`src/rtl/popcount_seq.sv`:
```
// popcount_seq: multi-cycle population counter with threshold compare.
//
// Accepts a DATA_W-bit vector and a threshold through a valid/ready handshake.
// Counts the ones CHUNK_W bits per cycle, least significant chunk first.
// Presents the count and a threshold flag through an output valid/ready handshake.
//
// Ports:
//   clk       - clock, rising edge
//   rst_n     - asynchronous active-low reset
//   in_valid  - data_in/thresh valid
//   in_ready  - block can accept a vector (IDLE)
//   data_in   - vector to count
//   thresh    - flip threshold, captured with data_in
//   out_valid - sum/over_thr valid (DONE)
//   out_ready - consumer accepts the result
//   sum       - number of ones in the captured vector
//   over_thr  - 1 when sum >= captured threshold
//   busy      - state is RUN or DONE
module popcount_seq #(
    parameter int unsigned DATA_W  = 128,
    parameter int unsigned CHUNK_W = 32,
    localparam int unsigned SUM_W  = $clog2(DATA_W + 1)
) (
    input  logic              clk,
    input  logic              rst_n,
    input  logic              in_valid,
    output logic              in_ready,
    input  logic [DATA_W-1:0] data_in,
    input  logic [SUM_W-1:0]  thresh,
    output logic              out_valid,
    input  logic              out_ready,
    output logic [SUM_W-1:0]  sum,
    output logic              over_thr,
    output logic              busy
);

    localparam int unsigned NCHUNK = DATA_W / CHUNK_W;
    localparam int unsigned CNT_W  = $clog2(CHUNK_W + 1);
    localparam int unsigned IDX_W  = (NCHUNK > 1) ? $clog2(NCHUNK) : 1;

    localparam logic [IDX_W-1:0] IdxLast = IDX_W'(NCHUNK - 1);

    localparam logic [1:0] StIdle = 2'd0;
    localparam logic [1:0] StRun  = 2'd1;
    localparam logic [1:0] StDone = 2'd2;

    logic [1:0]        state_q, state_d;
    logic [DATA_W-1:0] data_q, data_d;
    logic [SUM_W-1:0]  thr_q, thr_d;
    logic [SUM_W-1:0]  acc_q, acc_d;
    logic [IDX_W-1:0]  idx_q, idx_d;
    logic [SUM_W-1:0]  sum_q, sum_d;
    logic              over_q, over_d;
    logic              out_valid_q, out_valid_d;

    logic [CNT_W-1:0]  chunk_cnt;
    logic [SUM_W-1:0]  acc_next;

    // The data register shifts right by one chunk per RUN cycle, so the chunk
    // being counted is always the low CHUNK_W bits.
    always_comb begin
        chunk_cnt = '0;
        for (int unsigned i = 0; i < CHUNK_W; i++) begin
            chunk_cnt = chunk_cnt + CNT_W'(data_q[i]);
        end
    end

    assign acc_next = acc_q + SUM_W'(chunk_cnt);

    always_comb begin
        state_d     = state_q;
        data_d      = data_q;
        thr_d       = thr_q;
        acc_d       = acc_q;
        idx_d       = idx_q;
        sum_d       = sum_q;
        over_d      = over_q;
        out_valid_d = out_valid_q;
        case (state_q)
            StIdle: begin
                if (in_valid) begin
                    data_d  = data_in;
                    thr_d   = thresh;
                    acc_d   = '0;
                    idx_d   = '0;
                    state_d = StRun;
                end
            end
            StRun: begin
                acc_d  = acc_next;
                idx_d  = idx_q + 1'b1;
                data_d = data_q >> CHUNK_W;
                if (idx_q == IdxLast) begin
                    state_d     = StDone;
                    sum_d       = acc_next;
                    over_d      = (acc_next >= thr_q);
                    out_valid_d = 1'b1;
                end
            end
            StDone: begin
                if (out_ready) begin
                    state_d     = StIdle;
                    out_valid_d = 1'b0;
                end
            end
            default: begin
                state_d = StIdle;
            end
        endcase
    end

    always_ff @(posedge clk or negedge rst_n) begin
        if (!rst_n) begin
            state_q     <= StIdle;
            data_q      <= '0;
            thr_q       <= '0;
            acc_q       <= '0;
            idx_q       <= '0;
            sum_q       <= '0;
            over_q      <= 1'b0;
            out_valid_q <= 1'b0;
        end else begin
            state_q     <= state_d;
            data_q      <= data_d;
            thr_q       <= thr_d;
            acc_q       <= acc_d;
            idx_q       <= idx_d;
            sum_q       <= sum_d;
            over_q      <= over_d;
            out_valid_q <= out_valid_d;
        end
    end

    assign in_ready  = (state_q == StIdle);
    assign busy      = (state_q != StIdle);
    assign out_valid = out_valid_q;
    assign sum       = sum_q;
    assign over_thr  = over_q;

endmodule

```
`config.mk`:
```
export PLATFORM = sky130hd
export DESIGN_NAME = popcount_seq
export DESIGN_NICKNAME = d
export VERILOG_FILES = /design/src/rtl/popcount_seq.sv
export SDC_FILE = /design/constraint.sdc
export NUM_CORES = 1
export LEC_CHECK = 0
export ABC_AREA = 1
export CELL_PAD_IN_SITES_DETAIL_PLACEMENT = 0
export CELL_PAD_IN_SITES_GLOBAL_PLACEMENT = 1
export CORE_ASPECT_RATIO = 0.9
export CORE_UTILIZATION = 35
export CTS_CLUSTER_SIZE = 14
export DETAILED_ROUTE_END_ITERATION = 7
export PLACE_DENSITY_LB_ADDON = 0.15
export SYNTH_ARGS = -nofsm -noshare
export SYNTH_HDL_FRONTEND = slang
export SYNTH_SLANG_ARGS = --single-unit
```
`constraint.sdc`:
```
create_clock -name clk -period 5.8 [get_ports clk]
set_input_delay 1.16 -clock clk [delete_from_list [all_inputs] [get_ports clk]]
set_output_delay 1.16 -clock clk [all_outputs]
set_load 0.05 [all_outputs]
```
# ---- Word-level counts from Yosys, hierarchy flattened
# Cells that the tools add are included.
dict set report word_totals {
  regBits 158
  inputBits 140
  output_inout_bits 12
  elab_cells 70
}
dict set report classes {
  add_sub_neg 33
  order_cmp 1
  eq_ne 6
  muxes 13
  n_reduce_logical 9
}
# op count
set op_table {}
lappend op_table {{128-bit case mux with 2 select lines} 1}
lappend op_table {{6-bit by 1-bit adder with 6-bit output} 26}
lappend op_table {{128-bit 2-to-1 mux} 1}
lappend op_table {{8-bit case mux with 2 select lines} 1}
lappend op_table {{8-bit by 6-bit adder with 8-bit output} 1}
lappend op_table {{8-bit >= comparator} 1}
lappend op_table {{2-bit 2-to-1 mux} 4}
lappend op_table {{8-bit 2-to-1 mux} 1}
lappend op_table {{5-bit by 1-bit adder with 6-bit output} 1}
lappend op_table {{2-bit inequality test, second input constant} 3}
lappend op_table {{2-bit case mux with 3 select lines} 1}
lappend op_table {{2-bit AND reduction} 3}
lappend op_table {{3-bit AND reduction} 2}
lappend op_table {{2-bit nonzero test} 3}
lappend op_table {{4-bit by 1-bit adder with 5-bit output} 1}
lappend op_table {{3-bit by 1-bit adder with 4-bit output} 1}
lappend op_table {{2-bit equality test, second input constant} 2}
lappend op_table {{2-bit case mux with 2 select lines} 1}
lappend op_table {{2-bit by 1-bit adder with 3-bit output} 1}
lappend op_table {{1-bit by 1-bit adder with 2-bit output} 1}
lappend op_table {{2-bit by 1-bit adder with 2-bit output, second input constant} 1}
lappend op_table {{2-bit by 1-bit equality test with 1-bit output, second input constant} 1}
lappend op_table {{2-bit zero test} 1}
lappend op_table {{1-bit 2-to-1 mux} 2}
lappend op_table {{1-bit case mux with 2 select lines} 1}

# ---- Depth between registers and ports, before layout
# Gate-level depths: netlist of run 1.
dict set report depth {
  ltp_word 33
  ltp_mapped 22
  mapped_depth_nobuf 22
}

# ---- Worst setup path before layout of run 1
# No wires, ideal clock.
dict set report synth_path {
  path_kind {flip-flop to flip-flop}
  from {register data_q[0]}
  to {register over_q, in the netlist over_thr}
  setup_ns 0.084
  arrival_ns 5.165
  t_required_ns 5.716
  slack_ns 0.551
  stages_incl_launch_ff 20
  n_path_buf 0
  synth_period_minus_slack_ns 5.249
  path_cell_list {dfrtp_1 -> fa_1 -> inv_1 -> fa_1 -> fa_1 -> fa_1 -> fa_1 -> fa_1 -> fa_1 -> fa_1 -> inv_1 -> nand2_1 -> nand3_1 -> nand2_1 -> and2_1 -> ha_1 -> nand2_1 -> o21ai_0 -> nor2_1 -> a21boi_0}
}
dict set report synth_between {
  elab_chain_cells 33
}
# item line
set synth_lines {}
lappend synth_lines {{start: declaration} 48} ;# logic [DATA_W-1:0] data_q, data_d;
lappend synth_lines {{start signal: assignment} 124} ;# data_q <= data_d;
lappend synth_lines {{1-bit by 1-bit adder with 2-bit output} 64} ;# chunk_cnt = chunk_cnt + CNT_W'(data_q[i]);
lappend synth_lines {{2-bit by 1-bit adder with 3-bit output} 64}
lappend synth_lines {{3-bit by 1-bit adder with 4-bit output} 64}
lappend synth_lines {{4-bit by 1-bit adder with 5-bit output} 64}
lappend synth_lines {{5-bit by 1-bit adder with 6-bit output} 64}
lappend synth_lines {{6-bit by 1-bit adder with 6-bit output (26 in series)} 64}
lappend synth_lines {{8-bit by 6-bit adder with 8-bit output} 68} ;# assign acc_next = acc_q + SUM_W'(chunk_cnt);
lappend synth_lines {{named net acc_next[6]} 57} ;# logic [SUM_W-1:0] acc_next;
lappend synth_lines {{8-bit >= comparator} 96} ;# over_d = (acc_next >= thr_q);
lappend synth_lines {{end signal: assignment} 129} ;# over_q <= over_d;
lappend synth_lines {{end: declaration} 53} ;# logic over_q, over_d;
# The timed path passes the listed nets, and every way through them passes these cells.
# A chain may end at the register's enable or synchronous reset.

# ---- Worst setup path in the final report of run 1
# Ends and elaborated chain as after synthesis.

==> results.md, run 1 <==
* Status: finished, final reports clean
* Synth Warn # at 0
* Gr ovfl total at 0
* Vias post-DR at ~6600
* Number of vias per cell at 4.70
* Min-delay worst type: reg -> reg
* Slew HR at 0.365
* Die height at around 150 µm
* Cell Rows at 52
* Unique cell type count in the Yosys netlist at 30
* HP Start: idx_q[0]
* CTS tree: done
* Initial antenna violation count at 1
* Mapped Nets at 1159
* Post-synth top area share at 0.481
* Mux share of post-synthesis cell area at 0.00137
* Area of the mapped netlist at 0.00822 mm²
* Pre-CTS setup slack at 237 ps
* Post-synth top area cell: dfrtp_1
* Required @ worst endpoint at just over 6000 ps
* Dominant cells by area after synthesis: dfrtp_1 48%, nand2_1 11%, fa_1 6.3%
* DRC at 0
* Pin count of the biggest net entering global routing at 81
* Synth Area in Compound Gates at 0.113
* CTS Buffer Depth at 2
* Clock skew at 12.4 ps
* Share of post-route cells with drive strength above 1 at 0.0542
* Crit Path Class: reg -> reg
* Post-CTS Setup Bufs at 0
* Number of DRC markers in iteration 0 at 373
* Post-Synth XOR/XNOR Area at 0.00213
* CP arrival at 5850 ps
* Max Clock Freq at 182 MHz
* Ports at 152
* Synth Area in Simple Gates at 0.211
* Worst-Skew Late Latency at 440 ps
* First-pass GRT wire length at 35700 µm
* Unrepaired setup endpoints after global routing: false
* CP cell instances: fa_1, inv_1, fa_1, fa_1, fa_1, fa_1, fa_1, fa_2, fa_1, inv_1, nand2_1, nand3_1, nand2_1, and2_1, ha_1, nand2_1, o21ai_0, nor2_1, a21boi_1
* DP HPWL at 15100 µm
* IO buf count at ~150
* Die width at 163 µm
* Post-Route Utilization at 0.461
* Final Cycle Share at 0.948
* Final-stage net count at 1283
* Clk sinks at 158
* Drt pass-1 iters at 4
* Final GP Congestion at between 0.8 and 0.9
* Clock Root Buffer: clkbuf_16
* Startpoint Class: flip-flop
* Post-detailed-route count of antenna-violating nets at 0
* Core Box Area at around 0.023 mm²
* Final Max Slew Viols at 0
* H-tree levels at 4
* Critical path origin: data_q[0]
* Total Neg Setup Slack at 0 ps
* Period minus WS final at 5500 ps
* Register area share after synthesis at 0.481
* Syn-to-layout area delta at 27.7%
* Most common cell type on the critical path: fa_1
* Worst setup EP type: flip-flop
* Worst Slack Setup Final at 304 ps
* Hold WS at 476 ps
* Reg2reg start: data_q[0]
* FF+latch count, synth at 158
* WL final at 22200 µm
* TritonCTS Buffers at 17
* Vias in the first global route at approximately 6600
* GRT Overall Usage at 0.193
* Worst-Margin Slew at 951 ps
* Largest family of logic cells by synthesized area: simple AND/OR/NAND/NOR gates
* Number of setup violations in the final report at 0
* Post-synthesis average cell area at about 8.5 µm²
* Max cap viols at 0
* Die Area at roughly 0.024 mm²
* Post-synthesis adder-cell area fraction at 0.0999
* Max FO, Critical Path at 3
* Slowest cell on the critical path: fa_1
* WL per Instance at 15.8 µm
* Final Hold Fails at 0
* Initial core utilization at 0.361
* Cell count after synthesis at 969
* Clk slew on worst S/H paths at 70 ps
* Worst path max stage delay at 580 ps
## worst max-delay path: cells and delay by family, from the launching register on
| family | cells | cell delay [ps] |
|---|---|---|
| adders and majority gates | 9 | 4070 |
| and+or+nand+nor | 6 | 480 |
| DFF | 1 | 400 |
| AOI/OAI and AO/OA | 2 | 330 |
| buffers and inverters | 2 | 150 |
## area by class of cell
| type | count | area (µm²) |
|---|---|---|
| repair buffers | 161 | 1590 |
| well taps | 297 | 372 |
| flip-flops and latches | 158 | 3950 |
| clock buffers | 19 | 443 |
| inverters | 132 | 499 |
| clock inverters | 13 | 120 |
| fillers | 2310 | 12300 |
| multi-input cells | 623 | 3520 |
| diodes | 1 | 2.50 |
## metrics by stage
stage,instance area (µm²),instances
after floorplan,8220,969
after global placement,9930,1371
final,10500,1404
after detailed placement,9930,1371
after CTS,10500,1403
after global routing,10500,1404
## flip-flops by register name, indices dropped and copies added (netlist names)
register and count:
idx_q 2, data_q 128, thr_q 8, state_q 2, acc_q 8, sum 8
out_valid 1, over_thr 1
## worst paths after layout
path                                to  slack, ps  cells past startpoint
max                           over_thr        300                     19
min                           idx_q[0]        480                      1
max reg2reg                   over_thr        300                     19
min reg2reg                   idx_q[0]        480                      1
max in group asynchronous  data_q[110]       3900                      2
min in group asynchronous     acc_q[5]        760                      1
## cell usage in the layout (no fill, tap or decap), types with 2 or more instances in the layout
master and instances:
a211oi_1 43, a211oi_2 7, a21oi_1 13, and2_1 3
buf_4 10, clkbuf_16 17, clkdlybuf4s50_1 150, clkinv_4 4
dfrtp_1 158, fa_1 25, ha_1 24, inv_1 130
inv_6 5, inv_8 3, nand2_1 247, nand3_1 43
nand3b_1 2, nor2_1 65, nor2_4 2, nor3_1 50
o21ai_0 86, or2_2 3, xnor2_1 2
## per-layer routing
layer	track usage	share of wire	vias up
met5	0	0	-
met4	0.0463	0.012	0
met3	0.0463	0.054	16
met2	0.272	0.42	133
met1	0.295	0.51	3118
li1	-	-	3331
## logic make-up (layout without fill, tap and decap cells)
logic type      count (synthesis)  after routing
compound gates                152            152
fa+ha+maj                      50             50
flops                         158            158
buf+inv                       188            325
xor+xnor                        2              2
simple gates                  418            418
mux                             1              1
other cells                     0              1
## cells in the mapped netlist (all sizes together)
library cell	instances
xnor2	2
mux2	1
nor3	50
inv	132
a211oi	50
o21ai	86
or2	3
fa	26
nand3	43
a22o	1
buf	31
clkbuf	25
nor2	67
nand2	249
a21boi	1
dfrtp	158
and2	3
nand3b	2
o22ai	1
ha	24
a21oi	13
nand4	1
## what timing repair did
| action | in CTS | in global routing |
|---|---|---|
| hold buffers | 0 | 0 |
| gates resized for setup | 0 | 2 |
| endpoints found under the setup margin | 0 | 1 |
Power of run 1 is left out: the tool's default activity adds up to more than one toggle a clock period on the data nets, which glitch-free logic cannot reach.
==> inputs of run 2 (changes only) <==
--- a/config.mk
+++ b/config.mk
@@ -6,6 +6,7 @@
 export NUM_CORES = 1
 export LEC_CHECK = 0
 export ABC_AREA = 1
+export CAP_MARGIN = 15
 export CELL_PAD_IN_SITES_DETAIL_PLACEMENT = 0
 export CELL_PAD_IN_SITES_GLOBAL_PLACEMENT = 1
 export CORE_ASPECT_RATIO = 0.9
==> results of run 2 <==
No change in the layout: final DEF, timing and power equal those of run 1.
Power of run 2 is left out for the same reason.
==> inputs of run 3 (changes only) <==
--- a/config.mk
+++ b/config.mk
@@ -13,6 +13,7 @@
 export CORE_UTILIZATION = 35
 export CTS_CLUSTER_SIZE = 14
 export DETAILED_ROUTE_END_ITERATION = 7
+export DONT_BUFFER_PORTS = 1
 export PLACE_DENSITY_LB_ADDON = 0.15
 export SYNTH_ARGS = -nofsm -noshare
 export SYNTH_HDL_FRONTEND = slang
==> run 3 against run 2 <==
Sequential share of layout area increased by 6.4 points. Critical path type unchanged. Clock skew shrank 2.2 ps. Flip-flop and latch count stayed put. Non-clock buffer count is 155 lower.
==> results.md, run 3 (synthesis gave the netlist of run 1 again) <==
* Clock skew at 10.2 ps
* Cell Rows at 52
* Clk slew on worst S/H paths at 70 ps
* DP HPWL at around 14000 µm
* Capture point of the critical path: over_thr
* Initial core utilization at 0.361
* Antenna diode instance count at 0
* Final Max Slew Viols at 0
* Min-delay worst type: in -> async
* Post-DP Area at 0.00838 mm²
* Worst-Skew Late Latency at around 430 ps
* TritonCTS Buffers at 17
* Ports at 152
* DRC at 0
* Initial antenna violation count at 2
* Reg2reg path depth at 19
* Worst Slack Setup Final at about 310 ps
* H-tree levels at 4
* Final Hold Fails at 0
* Max FO, Critical Path at 3
* CTS tree: done
* Critical path origin: data_q[0]
* Status: finished, final reports clean
* Syn-to-layout area delta at 9.18%
* Post-Route Utilization at 0.394
* Vias in the first global route at 6116
* Clk sinks at between 150 and 200
* Slew HR at 0.337
* Final Cycle Share at 0.946
* Vias post-DR at 6069
* Share of post-route cells with drive strength above 1 at 0.0568
* Pin count of the biggest net entering global routing at 159
* Core Box Area at 0.0228 mm²
* Post-cts gate resize count at 0
* Commonest cells after routing, fill and taps aside: 247 x nand2_1, 158 x dfrtp_1, 130 x inv_1
* Worst-Margin Slew at 995 ps
* Die width at 163 µm
* Commonest non-fill, non-tap cell in the layout: nand2_1
* Fin area at around 0.0090 mm²
* CTS Hold Bufs at 0
* Worst flop-to-flop path endpoint: over_thr
* Required @ worst endpoint at 6140 ps
* Unrepaired setup endpoints after global routing: false
* Total Neg Setup Slack at 0 ps
* Gr ovfl total at 0
* Crit Path Class: reg -> reg
* Reg2reg start: data_q[0]
* Startpoint Class: flip-flop
* Final-stage net count at 1128
* Pre-CTS setup slack at 253 ps
* IO buf count at 0
* Number of setup violations in the final report at 0
* Period minus WS final at 5490 ps
* Max Clock Freq at 182 MHz
* Post-detailed-route count of antenna-violating nets at 0
* Post-CTS Setup Bufs at 0
* GRT Overall Usage at 0.187
* Worst setup EP type: flip-flop
* WL per Instance at 17.3 µm
* CP arrival at 5830 ps
* WL final at 21600 µm
* Die height at 147 µm
* Die Area at 0.0241 mm²
* Clock Root Buffer: clkbuf_16
* Largest register FFs at 128
* Max cap viols at 0
* Final GP Congestion at about 0.76
* Biggest register: data_q
* Number of DRC markers in iteration 0 at 411
* Worst reg-to-reg setup slack at 310 ps
* CTS Buffer Depth at 2
* First-pass GRT wire length at 34200 µm
* Drt pass-1 iters at 4
* Number of vias per cell at 4.87
-- run 3: layer usage --
layer	vias to the layer above	routed length (µm)	share of wire	GRT usage
li1	3012	-	-	-
met1	2918	11000	0.51	0.280
met2	120	9060	0.42	0.259
met3	15	1380	0.064	0.0584
met4	4	157	0.0073	0.0417
met5	-	23	0.0011	0
-- run 3: layout make-up --
| class | count | area, µm² |
|---|---|---|
| fillers | 2398 | 13800 |
| clock inverters | 13 | 155 |
| clock buffers | 18 | 429 |
| well taps | 297 | 372 |
| repair buffers | 6 | 45.0 |
| inverters | 132 | 499 |
| flip-flops and latches | 158 | 3950 |
| multi-input cells | 623 | 3520 |
-- run 3: how the worst min path moves through the flow --
stage | from | end | slack, ps | depth (start not counted)
2_1_floorplan | data_q[64] | data_q[64] | 450 | 2
3_3_place_gp | data_q[77] | data_q[77] | 470 | 2
3_5_place_dp | data_q[87] | data_q[87] | 470 | 2
4_1_cts | rst_n | data_q[4] | 420 | 0
5_1_grt | rst_n | data_q[4] | 410 | 0
6_report | rst_n | data_q[4] | 430 | 0
-- run 3: critical path: stages, from the launching register on --
cell      delay (ps)
dfrtp_1          400
fa_1             530
inv_1             50
fa_1             540
fa_1             440
fa_1             500
fa_1             530
fa_1             430
fa_1             420
fa_2             370
inv_1             90
nand2_1           80
nand3_1           70
nand2_1           70
and2_1           160
ha_1             270
nand2_1           60
o21ai_0          170
nor2_1            60
a21boi_1         170
-- run 3: through the flow --
step / hold WS (ps) / std cells
after floorplan: 450 / 969
after global placement: 466 / 1216
after detailed placement: 466 / 1216
after CTS: 416 / 1247
after global routing: 409 / 1247
final: 431 / 1247
Power of run 3 is left out for the same reason.
